===== config.mk =====
export PLATFORM = sky130hd
export DESIGN_NAME = hazard_ctrl
export DESIGN_NICKNAME = d
export VERILOG_FILES = /design/src/rtl/hazard_ctrl.sv
export SDC_FILE = /design/constraint.sdc
export NUM_CORES = 1
export LEC_CHECK = 0
export ABC_CLOCK_PERIOD_IN_PS = 5200
export CAP_MARGIN = 20
export CORE_MARGIN = 2
export CORE_UTILIZATION = 45
export CTS_BUF_LIST = sky130_fd_sc_hd__clkbuf_16
export DETAILED_ROUTE_END_ITERATION = 6
export PLACE_DENSITY = 0.86
export SLEW_MARGIN = 20
export SYNTH_ARGS = -nofsm -noshare
export SYNTH_HDL_FRONTEND = slang
export SYNTH_SLANG_ARGS = --single-unit

===== constraint.sdc =====
create_clock -name CLK -period 5.2 [get_ports CLK]
set_clock_uncertainty 0.15 [all_clocks]
set_input_delay 1.04 -clock CLK [delete_from_list [all_inputs] [get_ports CLK]]
set_output_delay 1.04 -clock CLK [all_outputs]
set_load 0.01 [all_outputs]

===== src/rtl/hazard_ctrl.sv =====
// rtl/hazard_ctrl.sv - pipeline hazard controller: data-hazard stalls, control flushes, post-reset blanking (optional HAZ_FWD_EN forwarding mode)
module hazard_ctrl #(
  parameter int AW        = 5,
  parameter int CTRL_PEN  = 3,
  parameter int RST_BLANK = 2
) (
  input  logic          CLK,
  input  logic          RSTN,
  input  logic [AW-1:0] rr1,
  input  logic [AW-1:0] rr2,
  input  logic [AW-1:0] dr_ID_EX,
  input  logic [AW-1:0] dr_EX_MEM,
  input  logic [AW-1:0] dr_MEM_WB,
  input  logic          we_ID_EX,
  input  logic          we_EX_MEM,
  input  logic          we_MEM_WB,
  input  logic          ld_ID_EX,
  input  logic          Branch,
  input  logic          Jump,
  output logic          Stall_PC,
  output logic          Stall_IF_ID,
  output logic          Flush_IF_ID,
  output logic          Bubble_ID_EX,
  output logic          INRS,
  output logic          Busy,
  output logic [2:0]    Stall_cnt
);

  typedef enum logic [1:0] {INIT, RUN, DSTALL, CSTALL} state_t;

  // Counter reload values; the counter holds "cycles left after this one".
  localparam logic [2:0] CTRL_CNT   = 3'(CTRL_PEN - 1);
  localparam logic [1:0] BLANK_LAST = 2'(RST_BLANK - 1);

  state_t     r_state;
  logic [2:0] r_cnt;
  logic [1:0] r_blank;

  logic       w_hit_id_ex;
  logic       w_hit_ex_mem;
  logic       w_hit_mem_wb;
  logic [1:0] w_n;
  logic       w_unused;

  // Register 0 is hardwired, so a write to it can never create a dependency.
  assign w_hit_id_ex  = we_ID_EX  && (dr_ID_EX  != '0) && ((rr1 == dr_ID_EX)  || (rr2 == dr_ID_EX));
  assign w_hit_ex_mem = we_EX_MEM && (dr_EX_MEM != '0) && ((rr1 == dr_EX_MEM) || (rr2 == dr_EX_MEM));
  assign w_hit_mem_wb = we_MEM_WB && (dr_MEM_WB != '0) && ((rr1 == dr_MEM_WB) || (rr2 == dr_MEM_WB));

`ifdef HAZ_FWD_EN
  // Only a load-use dependency cannot be forwarded; it costs one bubble.
  assign w_n      = (w_hit_id_ex && ld_ID_EX) ? 2'd1 : 2'd0;
  assign w_unused = w_hit_ex_mem ^ w_hit_mem_wb;
`else
  // Without forwarding, the closer the producer, the longer the wait.
  assign w_n      = w_hit_id_ex  ? 2'd3 :
                    w_hit_ex_mem ? 2'd2 :
                    w_hit_mem_wb ? 2'd1 : 2'd0;
  assign w_unused = ld_ID_EX;
`endif

  assign Stall_cnt = r_cnt;

  // Hazard FSM with registered outputs, updated on the falling edge.
  always_ff @(negedge CLK) begin
    if (!RSTN) begin
      r_state      <= INIT;
      r_cnt        <= 3'd0;
      r_blank      <= 2'd0;
      Stall_PC     <= 1'b0;
      Stall_IF_ID  <= 1'b0;
      Flush_IF_ID  <= 1'b0;
      Bubble_ID_EX <= 1'b1;
      INRS         <= 1'b1;
      Busy         <= 1'b1;
    end else begin
      case (r_state)
        INIT: begin
          if (r_blank == BLANK_LAST) begin
            r_state      <= RUN;
            INRS         <= 1'b0;
            Busy         <= 1'b0;
            Bubble_ID_EX <= 1'b0;
          end else begin
            r_blank <= r_blank + 2'd1;
          end
        end
        RUN: begin
          if (Branch || Jump) begin
            r_state      <= CSTALL;
            r_cnt        <= CTRL_CNT;
            Stall_PC     <= 1'b0;
            Stall_IF_ID  <= 1'b0;
            Flush_IF_ID  <= 1'b1;
            Bubble_ID_EX <= 1'b1;
            Busy         <= 1'b1;
          end else if (w_n != 2'd0) begin
            r_state      <= DSTALL;
            r_cnt        <= {1'b0, w_n} - 3'd1;
            Stall_PC     <= 1'b1;
            Stall_IF_ID  <= 1'b1;
            Flush_IF_ID  <= 1'b0;
            Bubble_ID_EX <= 1'b1;
            Busy         <= 1'b1;
          end else begin
            Stall_PC     <= 1'b0;
            Stall_IF_ID  <= 1'b0;
            Flush_IF_ID  <= 1'b0;
            Bubble_ID_EX <= 1'b0;
            Busy         <= 1'b0;
          end
        end
        DSTALL, CSTALL: begin
          // Inputs are ignored here; the stall runs to completion.
          if (r_cnt == 3'd0) begin
            r_state      <= RUN;
            Stall_PC     <= 1'b0;
            Stall_IF_ID  <= 1'b0;
            Flush_IF_ID  <= 1'b0;
            Bubble_ID_EX <= 1'b0;
            Busy         <= 1'b0;
          end else begin
            r_cnt <= r_cnt - 3'd1;
          end
        end
        default: r_state <= INIT;
      endcase
    end
  end

endmodule


==> results list <==
* Initial antenna violation count: 0
- At the later pin of the worst-skew pair, clock insertion delay measures 0.33 ns.
- Count of routing violations after the opening detailed-route iteration: 27
- The post-route netlist has 20.6% of its cells at a drive strength greater than 1.
* Sequential fraction of the synthesis area: 23.2%
- A synthesized cell averages 7.77 um2.
- Final routed DRC violation total: 0
* RSZ-0062 raised after global routing: true
* Root buf cell: sky130_fd_sc_hd__clkbuf_16
* Total power divided by cell area: 325 nW/um2
- After detailed routing, the total wire length is 3560 um.
- Non-Filler Instances: 221
- The number of max-slew violations in the final report came to 0.
- The number of failing hold endpoints at the final stage is 0.
- CTS saw 11 sinks.
- Average via count per standard cell: 5.39
- Max-slew headroom: 65.9%
- In the final design database the tool counted 232 nets.
- Clock slew seen by the registers of the worst setup and hold paths: 0.04 ns
- CTS tree: yes
* Count of input and output buffers: 40
- The pre-antenna-repair detailed-routing pass consisted of 4 iterations.
- Counting every net in the synthesized netlist gives 159.
* Total routing usage reported by global routing: 30.4%
- Maximum vdd ir drop: 450 uV
* DIE AREA: 2490 um2
- Commonest cells after routing, fill and taps aside: 19 x sky130_fd_sc_hd__buf_4, 18 x sky130_fd_sc_hd__inv_1, 18 x sky130_fd_sc_hd__xnor2_1, 18 x sky130_fd_sc_hd__dlygate4sd2_1, 15 x sky130_fd_sc_hd__clkdlybuf4s50_1
- Num rows: 16
* Area of the mapped netlist: 948 um2
* Area growth from synthesis to layout: 78.4%
* Path category of the worst min-delay check: reg -> reg
* Final GP Congestion: 0.810
- Die W: 49.9 um
- Least setup slack across all paths after layout: -0.371 ns
- The first global-routing pass estimated 5720 um of wire.
- Pin count of the biggest net entering global routing: 12
- The number of global-route vias before repair came to 1,234.
- Final core utilization: 85.4%
* Max-cap violations: 0
- Y dimension of the die: 49.9 um
- Gate Count Post-Synth: 122
- Crit. End Element: flip-flop
- Congestion Overflow GR: 0
* Post-detailed-placement half-perimeter wirelength: 2250 um
* Crit path launch type: input port
- The critical path in this run is classified as in -> reg.
- Number of setup violations in the final report: 7
- Post-route ant nets: 0
* Standby leakage power: 0.749 nW
- The library cell used most frequently in the layout, excluding fill and tap cells, is sky130_fd_sc_hd__buf_4.
* Vias after detailed routing: 1,192
- The final reports fail on setup timing.
- The total area inside the core boundary comes to 1980 um2.
* Worst hold slack: 0.344 ns
* Crit path DAT: 3.02 ns
- Crit path required time: 2.64 ns
- Final-layout fill cell count: 109
* Synthesized flop and latch total: 11
* Count of yosys warnings during synthesis: 0
* Crit path max fanout: 3
- No sink is reached through more buffers than the 2 on the longest clock path.
- 42 I/O pins were placed.
- Worst setup slack after placement: -0.945 ns
* Transition at the pin with the smallest max-transition slack: 0.508 ns
* Number of unique standard cell types used by synthesis: 26
* Placed Cells: 203
- Number of hold-repair buffers added at the cts stage: 0
- Clock H-tree levels: 1
- In this run, CTS created clock tree buffers numbering 3.
- Adding up every negative setup slack in the final design gives -1.81 ns.
- Once the floorplan was initialized, standard cells occupied 47.9% of the core.
- Detailed-route wire length per cell: 16.1 um
- The run finished, with violations left.
- Count of antenna diodes in the layout: 0
[sequential cells by signal (all words and copies together) (netlist names)]
register,cells
INRS,1
r_state,2
Stall_cnt,3
Flush_IF_ID,1
Stall_IF_ID,1
r_blank,2
Busy,1
[synthesized netlist by cell type, drive strengths merged]
master | count | area [um2]
nor3 | 7 | 35.0
a21oi | 7 | 35.0
a21o | 2 | 15.0
o21a | 2 | 15.0
o21ai | 6 | 30.0
or4 | 3 | 22.5
inv | 7 | 26.3
nand2 | 8 | 30.0
ha | 4 | 50.1
nand2b | 2 | 12.5
nor2 | 9 | 33.8
a31oi | 2 | 12.5
nand3 | 8 | 40.0
mux2i | 1 | 10.0
a221oi | 1 | 15.0
nand4 | 1 | 6.26
and2 | 1 | 6.26
clkbuf | 2 | 7.51
xor2 | 12 | 105
o22ai | 1 | 6.26
dfxtp | 11 | 220
o32ai | 1 | 8.76
buf | 2 | 15.0
nand4b | 1 | 8.76
a211oi | 2 | 15.0
xnor2 | 19 | 166
[layout make-up]
| type | count | area (um2) | area share (%) |
|---|---|---|---|
| clock buffers | 3 | 75.1 | 4.44 |
| multi-input cells | 100 | 738 | 43.6 |
| inverters | 6 | 22.5 | 1.33 |
| clock inverters | 12 | 45.0 | 2.66 |
| well taps | 27 | 33.8 | 2.00 |
| flip-flops and latches | 11 | 220 | 13.0 |
| repair buffers | 62 | 557 | 32.9 |
[cells by family after synthesis]
kind of cell,count (synthesis),share of synthesized area [%]
AO/OA/AOI/OAI,24,16.1
XOR/XNOR,31,28.6
adder cells (fa/ha/maj),4,5.28
buffers and inverters,11,5.15
flip-flops,11,23.2
multiplexers,1,1.06
AND/OR/NAND/NOR,40,20.6
[power by group]
| part | switching, W | leakage [nW] | internal (W) |
|---|---|---|---|
| Clock | 0.0000679 | 0.101 | 0.000113 |
| Sequential | 0.0000250 | 0.0903 | 0.000110 |
| Combinational | 0.000113 | 0.557 | 0.000120 |
[final timing paths]
check | start | end | slack [ns] | cells after the start
max | dr_EX_MEM[4] | Stall_cnt[0] | -0.37 | 10
min reg2reg | INRS | INRS | 0.34 | 2
max reg2reg | Stall_cnt[0] | Stall_IF_ID | 3.44 | 7
min | INRS | INRS | 0.34 | 2
[per-stage QoR]
stage | cell area (um2) | power, W
after global placement | 1500 | 0.000352
after detailed placement | 1500 | 0.000359
final | 1690 | 0.000549
after global routing | 1690 | 0.000586
after floorplan | 955 | 0.000268
after CTS | 1660 | 0.000534
[routing by layer]
layer  vias up  global-route usage [%]  wire, um
li1        564                       -         -
met1       557                    36.4      1510
met2        53                    51.8      1800
met3        18                    7.88       159
met4         0                    11.1       102
met5         -                       0         0
[timing repair]
action / 4_1_cts / 5_1_grt
pin swaps: 24 / 10
hold endpoints to repair: 0 / 0
gates resized for setup: 48 / 5
setup buffers: 3 / 1
endpoints found under the setup margin: 7 / 7
[critical path: stages]
cell and delay (ns):
sky130_fd_sc_hd__buf_6 0.09, sky130_fd_sc_hd__or4_1 0.51, sky130_fd_sc_hd__o21a_1 0.24, sky130_fd_sc_hd__a221oi_2 0.30
sky130_fd_sc_hd__nor2_1 0.07, sky130_fd_sc_hd__ha_2 0.21, sky130_fd_sc_hd__a21oi_4 0.19, sky130_fd_sc_hd__nor3_2 0.05
sky130_fd_sc_hd__a31oi_1 0.21, sky130_fd_sc_hd__o32ai_2 0.11
Power figures use the tool's default switching activity.
